[src/rtl/wave_record.sv]
// WAV capture engine: samples a signed 16-bit PCM stream at a fixed rate and
// writes a complete mono 16-bit WAV image byte by byte over a write/ready port.
module wave_record #(
  parameter int CLK_RATE    = 24000000,
  parameter int SAMPLE_RATE = 48000,
  parameter int MAX_DATA    = 16777216
) (
  input  logic        I_CLK,
  input  logic        I_RSTn,
  input  logic        I_START,
  input  logic        I_STOP,
  input  logic [27:0] I_BASE_ADDR,
  input  logic [15:0] I_PCM,
  output logic [27:0] O_ADDR,
  output logic [7:0]  O_DATA,
  output logic        O_WRITE,
  input  logic        I_READY,
  output logic        O_BUSY,
  output logic        O_DONE,
  output logic        O_OVERRUN,
  output logic [27:0] O_LENGTH
);

  typedef enum logic [1:0] {S_IDLE, S_HDR, S_REC, S_PATCH} state_t;

  localparam logic [31:0] CLK_L = 32'(CLK_RATE);
  localparam logic [31:0] SR_L  = 32'(SAMPLE_RATE);
  localparam logic [31:0] BR_L  = 32'(2 * SAMPLE_RATE);
  localparam logic [27:0] MAX_L = 28'(MAX_DATA);

  state_t      state_q;
  logic [27:0] base_q, addr_q, len_q;
  logic [7:0]  data_q, pcm_hi_q;
  logic [5:0]  idx_q;
  logic [31:0] acc_q;
  logic        wr_q, wait_q, busy_q, done_q, ovr_q;
  logic        stop_q, samp_q, hi_q;

  logic [31:0] acc_sum, acc_d;
  logic        tick, ack, stop_now;
  logic [5:0]  idx_nxt;

  // Fixed 44-byte header; the two size fields stay zero until patched.
  function automatic logic [7:0] hdr_byte(input logic [5:0] i);
    logic [7:0] b;
    b = 8'h00;
    case (i)
      6'd0:  b = 8'h52;
      6'd1:  b = 8'h49;
      6'd2:  b = 8'h46;
      6'd3:  b = 8'h46;
      6'd8:  b = 8'h57;
      6'd9:  b = 8'h41;
      6'd10: b = 8'h56;
      6'd11: b = 8'h45;
      6'd12: b = 8'h66;
      6'd13: b = 8'h6d;
      6'd14: b = 8'h74;
      6'd15: b = 8'h20;
      6'd16: b = 8'h10;
      6'd20: b = 8'h01;
      6'd22: b = 8'h01;
      6'd24: b = SR_L[7:0];
      6'd25: b = SR_L[15:8];
      6'd26: b = SR_L[23:16];
      6'd27: b = SR_L[31:24];
      6'd28: b = BR_L[7:0];
      6'd29: b = BR_L[15:8];
      6'd30: b = BR_L[23:16];
      6'd31: b = BR_L[31:24];
      6'd32: b = 8'h02;
      6'd34: b = 8'h10;
      6'd36: b = 8'h64;
      6'd37: b = 8'h61;
      6'd38: b = 8'h74;
      6'd39: b = 8'h61;
      default: b = 8'h00;
    endcase
    return b;
  endfunction

  // Patch bytes 0..3 are the RIFF size (36+len), bytes 4..7 the data size.
  function automatic logic [7:0] patch_byte(input logic [2:0] i, input logic [27:0] len);
    logic [31:0] w;
    w = i[2] ? {4'd0, len} : {4'd0, len} + 32'd36;
    return w[{i[1:0], 3'b000} +: 8];
  endfunction

  function automatic logic [27:0] patch_addr(input logic [2:0] i, input logic [27:0] base);
    return base + (i[2] ? 28'd40 : 28'd4) + {26'd0, i[1:0]};
  endfunction

  // NOTE: every variable assigned in always_comb gets a default first so no latch is inferred.
  always_comb begin
    acc_sum  = acc_q + SR_L;
    acc_d    = acc_q;
    tick     = 1'b0;
    if (state_q == S_REC) begin
      if (acc_sum >= CLK_L) begin
        tick  = 1'b1;
        acc_d = acc_sum - CLK_L;
      end else begin
        acc_d = acc_sum;
      end
    end
    ack      = wait_q & I_READY;
    stop_now = I_STOP | stop_q | (len_q >= MAX_L);
    idx_nxt  = idx_q + 6'd1;
  end

  // NOTE: sequential state uses non-blocking assignments only, so every register sees pre-edge values.
  always_ff @(posedge I_CLK or negedge I_RSTn) begin
    if (!I_RSTn) begin
      state_q  <= S_IDLE;
      base_q   <= '0;
      addr_q   <= '0;
      data_q   <= '0;
      len_q    <= '0;
      pcm_hi_q <= '0;
      idx_q    <= '0;
      acc_q    <= '0;
      wr_q     <= 1'b0;
      wait_q   <= 1'b0;
      busy_q   <= 1'b0;
      done_q   <= 1'b0;
      ovr_q    <= 1'b0;
      stop_q   <= 1'b0;
      samp_q   <= 1'b0;
      hi_q     <= 1'b0;
    end else begin
      wr_q   <= 1'b0;
      done_q <= 1'b0;
      // The write cycle itself never acknowledges; waiting starts the cycle after.
      if (wr_q)     wait_q <= 1'b1;
      else if (ack) wait_q <= 1'b0;

      case (state_q)
        S_IDLE: begin
          if (I_START) begin
            state_q <= S_HDR;
            base_q  <= I_BASE_ADDR;
            len_q   <= '0;
            ovr_q   <= 1'b0;
            stop_q  <= 1'b0;
            samp_q  <= 1'b0;
            hi_q    <= 1'b0;
            acc_q   <= '0;
            idx_q   <= '0;
            busy_q  <= 1'b1;
            wr_q    <= 1'b1;
            addr_q  <= I_BASE_ADDR;
            data_q  <= hdr_byte(6'd0);
          end
        end

        S_HDR: begin
          if (I_STOP) stop_q <= 1'b1;
          if (ack) begin
            if (idx_q == 6'd43) begin
              state_q <= S_REC;
            end else begin
              idx_q  <= idx_nxt;
              wr_q   <= 1'b1;
              addr_q <= base_q + {22'd0, idx_nxt};
              data_q <= hdr_byte(idx_nxt);
            end
          end
        end

        S_REC: begin
          acc_q <= acc_d;
          if (samp_q) begin
            if (I_STOP) stop_q <= 1'b1;
            if (tick)   ovr_q  <= 1'b1;
            if (ack) begin
              len_q <= len_q + 28'd1;
              if (hi_q) begin
                samp_q <= 1'b0;
              end else begin
                hi_q   <= 1'b1;
                wr_q   <= 1'b1;
                addr_q <= addr_q + 28'd1;
                data_q <= pcm_hi_q;
              end
            end
          end else if (stop_now) begin
            state_q <= S_PATCH;
            idx_q   <= '0;
            wr_q    <= 1'b1;
            addr_q  <= patch_addr(3'd0, base_q);
            data_q  <= patch_byte(3'd0, len_q);
          end else if (tick) begin
            samp_q   <= 1'b1;
            hi_q     <= 1'b0;
            pcm_hi_q <= I_PCM[15:8];
            wr_q     <= 1'b1;
            addr_q   <= base_q + 28'd44 + len_q;
            data_q   <= I_PCM[7:0];
          end
        end

        S_PATCH: begin
          if (ack) begin
            if (idx_q[2:0] == 3'd7) begin
              state_q <= S_IDLE;
              busy_q  <= 1'b0;
              done_q  <= 1'b1;
            end else begin
              idx_q  <= idx_nxt;
              wr_q   <= 1'b1;
              addr_q <= patch_addr(idx_nxt[2:0], base_q);
              data_q <= patch_byte(idx_nxt[2:0], len_q);
            end
          end
        end

        default: state_q <= S_IDLE;
      endcase
    end
  end

  assign O_ADDR    = addr_q;
  assign O_DATA    = data_q;
  assign O_WRITE   = wr_q;
  assign O_BUSY    = busy_q;
  assign O_DONE    = done_q;
  assign O_OVERRUN = ovr_q;
  assign O_LENGTH  = len_q;

endmodule

[config.mk]
export PLATFORM = sky130hd
export DESIGN_NAME = wave_record
export DESIGN_NICKNAME = d
export VERILOG_FILES = /design/src/rtl/wave_record.sv
export SDC_FILE = /design/constraint.sdc
export NUM_CORES = 1
export LEC_CHECK = 0
export ABC_AREA = 1
export BUFFER_PORTS_ARGS = -buffer_cell sky130_fd_sc_hd__buf_2
export CAP_MARGIN = 0
export CORE_MARGIN = 5
export CORE_UTILIZATION = 58
export DETAILED_ROUTE_END_ITERATION = 10
export PLACE_DENSITY = 0.77
export SLEW_MARGIN = 0
export SYNTH_ARGS = -nofsm -noshare
export SYNTH_HDL_FRONTEND = slang
export SYNTH_SLANG_ARGS = --single-unit
export TNS_END_PERCENT = 20
[constraint.sdc]
create_clock -name I_CLK -period 6.9 [get_ports I_CLK]
set_input_delay 1.38 -clock I_CLK [delete_from_list [all_inputs] [get_ports I_CLK]]
set_output_delay 1.38 -clock I_CLK [all_outputs]
set_load 0.01 [all_outputs]
==> results.md, run 1 <==
* Number of gates on the worst path with buffers counted at 13
* Cells resized by post-CTS repair at 0
* Routed length per instance at 20.1 um
* Post-synthesis to final-layout area growth at 9.43%
* Tcrit/Tclk final at 0.764
* Worst Skew at 0.0178 ns
* Number of global-route vias before repair at 16800
* Clock latency at the later pin of the worst-skew pair at 0.46 ns
* Critical path startpoint category: flop
* Cell Area, Synth at 14800 um^2
* Count of placed standard cells including taps at 2837
* Share of total power in sequential cells at 0.234
* Period minus WS final at 5.27 ns
* Detailed placer's ending HPWL at 44400 um
* Capturing element type of the critical path: flop
* Pin count of the biggest net entering global routing at 83
* Post-detailed-placement cell area at 15500 um^2
* RSZ-0062 raised after global routing: no
* Capture instance of the worst register-to-register path: O_ADDR[20]
* Antenna violations before repair at 0
* Top cell types by occurrence after synthesis: 707 x sky130_fd_sc_hd__nand2_1, 279 x sky130_fd_sc_hd__inv_1, 257 x sky130_fd_sc_hd__nand3_1, 230 x sky130_fd_sc_hd__nor2_1, 193 x sky130_fd_sc_hd__o21ai_0
* Tightest slew margin relative to the limit at 0.365
* Cell-by-cell listing of the critical path: inv_1 > ha_1 > clkinv_1 > fa_1 > o21ai_0 > nand2_1 > nor2_1 > a21oi_1 > o21ai_0 > nor2_1 > a21oi_1 > nand3_1 > nand2_1
* WP data arrival at 5.66 ns
* Power share of the combinational group at 0.643
* Critical R2R Launch: idx_q[0]
* Horizontal extent of the die at 170 um
* Die Y at 170 um
* Post-cts hold buffer count at 0
* Number of maximum-capacitance violations at 0
* Syn Nets at 2582
* Clock tree buffer depth at 2
* Final-stage net count at 2659
* Max Clk Rate at 190 MHz
* Wire length of the first global-routing pass at 90700 um
* Synthesized netlist cell count at 2449
* Share of the yosys chip area belonging to registers at 0.239
* Post-DR vias/cell at 6.21
* Number of buffers created by CTS at 17
* Area of the die at 28700 um^2
* Min-delay worst type: flop to flop
* Clock share of power at 0.124
* Worst path bufs/invs at 2
* Via total after detailed routing at 17800
* Fraction of layout cells with a size suffix above 1 at 0.0874
* R2R depth at 13
* CTS tree: done
* Run status: complete, no violations
* Top cell family by delay on the critical path: adder cells
* Global routing usage summed across all routing layers at 0.397
* Cell variety after synth at 51
* Top-area cell type share of the netlist area at 0.239
* Ranking of synthesized cells by area: sky130_fd_sc_hd__dfrtp_1 24%, sky130_fd_sc_hd__nand2_1 18%, sky130_fd_sc_hd__nand3_1 8.7%
* Switching Share at 0.582
* Num rows at 58
* Final number of max-transition violations at 0
* Layout Utilization at 0.643
* Power density over the cells at 482 nW/um^2
* Clk slew on worst S/H paths at 0.08 ns
* Placeable core region at 25100 um^2
* Cell at the root of the clock tree: sky130_fd_sc_hd__clkbuf_16
* Final instance count without filler cells at 2870
* Maximum fanout along the worst path at 28
* Ports at 117
* TritonRoute pass-1 iters at 6
* Critical path's slowest cell: sky130_fd_sc_hd__dfrtp_1
* Switching power of the nets at 4530 uW
* H-Tree Depth at 4
* Endpoint of the worst hold-timing path: wait_q
* Least-Margin Pin Slew at 0.949 ns
* Data required time of the worst path at 7.29 ns
* Residual DRC count at 0
* Fin. Hold Viols at 0
* Global placement routability congestion at 1.04
* Number of buffers inserted by post-CTS setup repair at 0
* Total detailed-routing wirelength at 57800 um
* Synth Register Bits at 141
* R2r setup slk at 1.63 ns
* Initial Util at 0.588
* Iteration-0 DRC Markers at 2280
* Yosys synthesis warning count at 0
* GRT overflow at 0
* Critical path type: flop to flop
* Hold Path Cell Cnt at 1
* Antenna-violating nets left at 0
* Source of the worst hold timing path: O_WRITE
* Top flip-flop cell by instance count after synthesis: sky130_fd_sc_hd__dfrtp_1
* Biggest area consumer among synthesized cells: sky130_fd_sc_hd__dfrtp_1
* Total Negative Setup Slacks at 0 ns
* Most used standard cell by instance count after synthesis: sky130_fd_sc_hd__nand2_1
* Non-Filler Cell Area, Final at 16100 um^2
* # clock sinks at 141
* Internal power summed over all cells at 3250 uW
* Async SR Flop Fraction at 1.00
* Average cell area after synthesis at 6.03 um^2
* Lkg Pwr at 0.00823 uW
* Number of enable flip-flop cells after synthesis at 0
* Total setup violations reported at the end of the flow at 0
* Port Buffer Count at 116
* Maximum ir drop on the vdd rail at 0.323 mV
* Critical path's largest stage delay at 0.79 ns
-- cells by family after synthesis --
logic type	count (synthesis)	share of synthesized area
and+or+nand+nor	1356	0.395
AOI/OAI and AO/OA	444	0.162
buffers and inverters	366	0.0962
DFF	141	0.239
adders and majority gates	84	0.0722
xor gates and xnor gates	58	0.0349
-- through the flow --
stage / hold slack, ns / total power (uW) / setup WS [ns]
2_1_floorplan: 0.454 / 5040 / 3.31
3_3_place_gp: 0.432 / 6540 / 1.96
3_5_place_dp: 0.461 / 6660 / 1.84
4_1_cts: 0.464 / 7640 / 1.79
5_1_grt: 0.487 / 8370 / 1.18
6_report: 0.475 / 7790 / 1.63
-- worst max path at each step --
stage | start | to | slack [ns]
floorplan | idx_q[0] | O_ADDR[20] | 3.31
global placement | idx_q[0] | O_ADDR[20] | 1.96
detailed placement | idx_q[0] | O_ADDR[20] | 1.84
CTS | idx_q[0] | O_ADDR[20] | 1.79
global route | idx_q[0] | O_ADDR[20] | 1.18
finish | idx_q[0] | O_ADDR[20] | 1.63
-- registers in the layout, summed over array words and instances, names as in the netlist --
signal,flops
O_ADDR,28
O_BUSY,1
O_DATA,8
O_DONE,1
O_LENGTH,28
O_OVERRUN,1
O_WRITE,1
acc_q,25
base_q,28
hi_q,1
idx_q,6
pcm_hi_q,8
samp_q,1
state_q,2
stop_q,1
wait_q,1
-- metal layers --
layer,part of all wire,track usage,vias to the layer above
li1,-,-,8271
met1,0.40,0.531,8158
met2,0.43,0.612,1140
met3,0.11,0.0689,248
met4,0.066,0.220,0
met5,0,0,-
-- cells in the final DEF (no fill, tap or decap), types with 6 or more instances in the layout --
cell type	netlist	final
sky130_fd_sc_hd__buf_4	3	13
sky130_fd_sc_hd__o211ai_1	9	9
sky130_fd_sc_hd__a31oi_1	9	9
sky130_fd_sc_hd__nand4_1	38	38
sky130_fd_sc_hd__buf_2	9	115
sky130_fd_sc_hd__xor2_1	46	46
sky130_fd_sc_hd__ha_1	82	82
sky130_fd_sc_hd__a21oi_1	172	172
sky130_fd_sc_hd__a22oi_1	6	6
sky130_fd_sc_hd__dfrtp_1	141	141
sky130_fd_sc_hd__o21ai_0	193	193
sky130_fd_sc_hd__nor2_1	230	230
sky130_fd_sc_hd__nand2_2	17	17
sky130_fd_sc_hd__nand3_1	257	257
sky130_fd_sc_hd__o21ai_1	7	7
sky130_fd_sc_hd__xnor2_1	11	11
sky130_fd_sc_hd__nor3_1	52	52
sky130_fd_sc_hd__or2_2	8	8
sky130_fd_sc_hd__clkbuf_16	0	17
sky130_fd_sc_hd__o22ai_1	16	16
sky130_fd_sc_hd__nor4_1	11	11
sky130_fd_sc_hd__inv_2	13	13
sky130_fd_sc_hd__inv_1	279	279
sky130_fd_sc_hd__nor2_2	9	9
sky130_fd_sc_hd__nand3b_1	13	13
sky130_fd_sc_hd__nand2_1	707	707
-- area by class of cell --
type	count	area (um^2)
diodes	1	2.50
clock buffers	17	425
clock inverters	15	171
fillers	2443	8960
inverters	295	1110
multi-input cells	1942	9810
flip-flops and latches	141	3530
well taps	330	413
repair buffers	129	684
-- power groups by stage --
stage	Sequential (uW)	Clock, uW	Combinational [uW]
after floorplan	1570	0	3480
after global placement	1780	0	4770
after detailed placement	1790	0	4870
after CTS	1780	962	4900
after global routing	1840	998	5540
final	1820	962	5010
No activity file was read; power rests on OpenSTA's default activity.
==> inputs of run 2 (changes only) <==
--- a/config.mk
+++ b/config.mk
@@ -5,13 +5,13 @@
 export SDC_FILE = /design/constraint.sdc
 export NUM_CORES = 1
 export LEC_CHECK = 0
-export ABC_AREA = 1
+export ABC_AREA = 0
 export BUFFER_PORTS_ARGS = -buffer_cell sky130_fd_sc_hd__buf_2
 export CAP_MARGIN = 0
 export CORE_MARGIN = 5
-export CORE_UTILIZATION = 58
+export CORE_UTILIZATION = 56
 export DETAILED_ROUTE_END_ITERATION = 10
-export PLACE_DENSITY = 0.77
+export PLACE_DENSITY = 0.78
 export SLEW_MARGIN = 0
 export SYNTH_ARGS = -nofsm -noshare
 export SYNTH_HDL_FRONTEND = slang
==> constraint.sdc (replaced) <==
create_clock -name I_CLK -period 4.4 [get_ports I_CLK]
set_input_delay 0.88 -clock I_CLK [delete_from_list [all_inputs] [get_ports I_CLK]]
set_output_delay 0.88 -clock I_CLK [all_outputs]
set_load 0.01 [all_outputs]
==> results.md, run 2 <==
* Detailed placer's ending HPWL at 37500 um (-15%)
* Top-area cell type share of the netlist area at 0.251 (+0.0119)
* Antenna-violating nets left at 0 (unchanged)
* Top flip-flop cell by instance count after synthesis: sky130_fd_sc_hd__dfrtp_1
* Cell-by-cell listing of the critical path: ha_1 > ha_1 > fa_1 > a21o_1 > a21oi_1 > o21ai_0 > a32o_1 > a31oi_1 > o21bai_1 > xor2_1 > nor4_1 > o41ai_1
* Synth Register Bits at 141 (unchanged)
* Most frequent cells in the layout: 201 x sky130_fd_sc_hd__nand2_1, 168 x sky130_fd_sc_hd__nor2_1, 141 x sky130_fd_sc_hd__dfrtp_1
* Ranking of synthesized cells by area: sky130_fd_sc_hd__dfrtp_1 25%, sky130_fd_sc_hd__ha_1 7.3%, sky130_fd_sc_hd__xnor2_1 6.4%
* Total met2 wirelength after detailed routing at 22400 um (-10%)
* Num rows at 58 (unchanged)
* Met3 WL post-DR at 3860 um (-37%)
* Port Buffer Count at 116 (unchanged)
* Period minus WS final at 4.09 ns (-1.18 ns)
* Run status: complete, no violations
* Critical path type: flop to flop
* Post-detailed-placement cell area at 15000 um^2 (-3.3%)
* Total detailed-routing wirelength at 49800 um (-14%)
* Residual DRC count at 0 (unchanged)
* Clock tree buffer depth at 2 (unchanged)
* GRT overflow at 0 (unchanged)
* Syn Nets at 1933 (-25%)
* # clock sinks at 141 (unchanged)
* Global placement routability congestion at 0.995 (-4.0%)
* Top cell types by occurrence after synthesis: 201 x sky130_fd_sc_hd__nand2_1, 169 x sky130_fd_sc_hd__nor2_1, 141 x sky130_fd_sc_hd__dfrtp_1, 108 x sky130_fd_sc_hd__o21ai_0, 103 x sky130_fd_sc_hd__xnor2_1
* Tcrit/Tclk final at 0.931 (+0.167)
* Internal power summed over all cells at 5130 uW (+58%)
* Switching power of the nets at 5620 uW (+24%)
* Final antenna diode count at 0 (-1)
* Post-synthesis to final-layout area growth at 11.0%
* Critical path's slowest cell: sky130_fd_sc_hd__dfrtp_1
* Pin count of the biggest net entering global routing at 73 (-12%)
* Fin. Hold Viols at 0 (unchanged)
* Global routing usage summed across all routing layers at 0.348 (-0.0488)
* Initial Util at 0.563 (-0.0247)
* Top cell family by delay on the critical path: compound AO/OA/AOI/OAI gates
* Switching Share at 0.523 (-0.0594)
* Maximum ir drop on the vdd rail at 0.507 mV (+57%)
* Number of buffers inserted by post-CTS setup repair at 0 (unchanged)
* Horizontal extent of the die at 168 um (-0.64%)
* Critical path startpoint category: flop
* Most common cell after layout, fill and taps aside: sky130_fd_sc_hd__nand2_1
* Power density over the cells at 689 nW/um^2 (+43%)
* Final-stage net count at 2010 (-24%)
* Clock share of power at 0.135 (+0.011)
* Yosys synthesis warning count at 0 (unchanged)
* Cells resized by post-CTS repair at 0 (unchanged)
* Final number of max-transition violations at 0 (unchanged)
* Total Negative Setup Slacks at 0 ns (unchanged)
* Non-Filler Cell Area, Final at 15600 um^2 (-3.4%)
* Routed length per instance at 22.4 um (+11%)
* CP Launch Point: O_LENGTH[1]
* Least-Margin Pin Slew at 1.23 ns (+0.276 ns)
* Antenna violations before repair at 0 (unchanged)
* Max Clk Rate at 244 MHz (+29%)
* Met1 WL at 21100 um (-8.3%)
* Critical R2R Launch: O_LENGTH[1]
* Clk slew on worst S/H paths at 0.07 ns (about the same)
* Share of total power in sequential cells at 0.250 (+0.016)
* Maximum fanout along the worst path at 7 (-75%)
* H-Tree Depth at 4 (unchanged)
* Data required time of the worst path at 4.72 ns (-2.57 ns)
* Most used standard cell by instance count after synthesis: sky130_fd_sc_hd__nand2_1
* Wire length of the first global-routing pass at 79000 um (-13%)
* Min-delay worst type: input pin to asynchronous set/reset pin
* Biggest area consumer among synthesized cells: sky130_fd_sc_hd__dfrtp_1
* Clock latency at the later pin of the worst-skew pair at 0.44 ns (-0.02 ns)
* Average cell area after synthesis at 7.81 um^2 (+30%)
* Post-DR vias/cell at 6.59 (+6.2%)
* Total design power at 10700 uW (+38%)
* Number of global-route vias before repair at 14100 (-16%)
* Ports at 117 (unchanged)
* TritonRoute pass-1 iters at 7 (+1)
* Post-cts hold buffer count at 0 (unchanged)
* WP data arrival at 4.42 ns (-1.24 ns)
* Via total after detailed routing at 14600 (-18%)
* Cell variety after synth at 89 (+75%)
* RSZ-0062 raised after global routing: no
* Cell at the root of the clock tree: sky130_fd_sc_hd__clkbuf_16
* Fraction of layout cells with a size suffix above 1 at 0.147 (+0.0592)
* Area of the die at 28400 um^2 (-1.3%)
* Iteration-0 DRC Markers at 1591 (-30%)
* Number of enable flip-flop cells after synthesis at 0 (unchanged)
* Placeable core region at 25000 um^2 (-0.58%)
* CTS tree: done
* Worst path bufs/invs at 0 (-2)
* Most common cell on crit path: sky130_fd_sc_hd__ha_1
* Critical path's largest stage delay at 0.58 ns (-0.21 ns)
* Synthesized netlist cell count at 1800 (-27%)
* Capturing element type of the critical path: flop
* Worst Skew at 0.0143 ns (-0.00349 ns)
* Uppermost layer routed: met4
* Number of maximum-capacitance violations at 0 (unchanged)
* Share of the yosys chip area belonging to registers at 0.251 (+0.0119)
* Total setup violations reported at the end of the flow at 0 (unchanged)
* Number of buffers created by CTS at 17 (unchanged)
* Cell Area, Synth at 14100 um^2 (-4.8%)
* Power share of the combinational group at 0.615 (-0.028)
* Lkg Pwr at 0.00670 uW (-19%)
* Async SR Flop Fraction at 1.00 (unchanged)
* Die Y at 168 um (-0.64%)
* Tightest slew margin relative to the limit at 0.182 (-0.183)
==> run 2: power groups by stage <==
stage / clock [uW] / combinational [uW] / sequential [uW]
5_1_grt: 1530 / 7170 / 2740
3_5_place_dp: 0 / 6420 / 2670
4_1_cts: 1460 / 6470 / 2650
2_1_floorplan: 0 / 4800 / 2220
6_report: 1450 / 6610 / 2680
3_3_place_gp: 0 / 6330 / 2650
==> run 2: metal layers <==
metal	track usage	vias to the layer above
li1	-	6709
met5	0	-
met2	0.546	743
met4	0.159	0
met1	0.475	7010
met3	0.0561	162
==> run 2: worst register-to-register path: cells and delay by family (launching register included) <==
family                   cells  cell delay (ns)
AND/OR/NAND/NOR              1             0.11
XOR/XNOR                     1             0.33
flip-flops                   1             0.58
AO/OA/AOI/OAI                7             2.01
adder cells (fa/ha/maj)      3             0.97
==> run 2: logic make-up after synthesis <==
kind of cell	synth area share
xor gates and xnor gates	0.111
buffers and inverters	0.0496
adders and majority gates	0.0759
and+or+nand+nor	0.234
muxes	0.0439
DFF	0.251
AOI/OAI and AO/OA	0.234
==> run 2: final timing paths <==
| path | end | slack, ns | depth (start not counted) |
|---|---|---|---|
| hold reg to reg | wait_q | 0.46 | 1 |
| min in group I_CLK | wait_q | 0.46 | 1 |
| setup / recovery | O_ADDR[25] | 0.31 | 12 |
| setup reg to reg | O_ADDR[25] | 0.31 | 12 |
| max in group asynchronous | O_DATA[5] | 3.10 | 2 |
| hold / removal | O_LENGTH[18] | 0.44 | 1 |
==> run 2: layout make-up <==
cell class	count	area (um^2)
inverters	64	240
multi-input cells	1485	9840
clock inverters	13	131
well taps	330	413
fillers	2295	9370
clock buffers	18	439
repair buffers	168	1000
flip-flops and latches	141	3530
==> run 2: through the flow <==
stage	util	std cells	setup slack [ns]	hold WS [ns]
global route	0.625	2219	0.137	0.475
global placement	0.602	2188	0.495	0.435
finish	0.625	2219	0.306	0.437
detailed placement	0.602	2188	0.433	0.452
floorplan	-	1800	0.494	0.475
CTS	0.625	2219	0.400	0.461
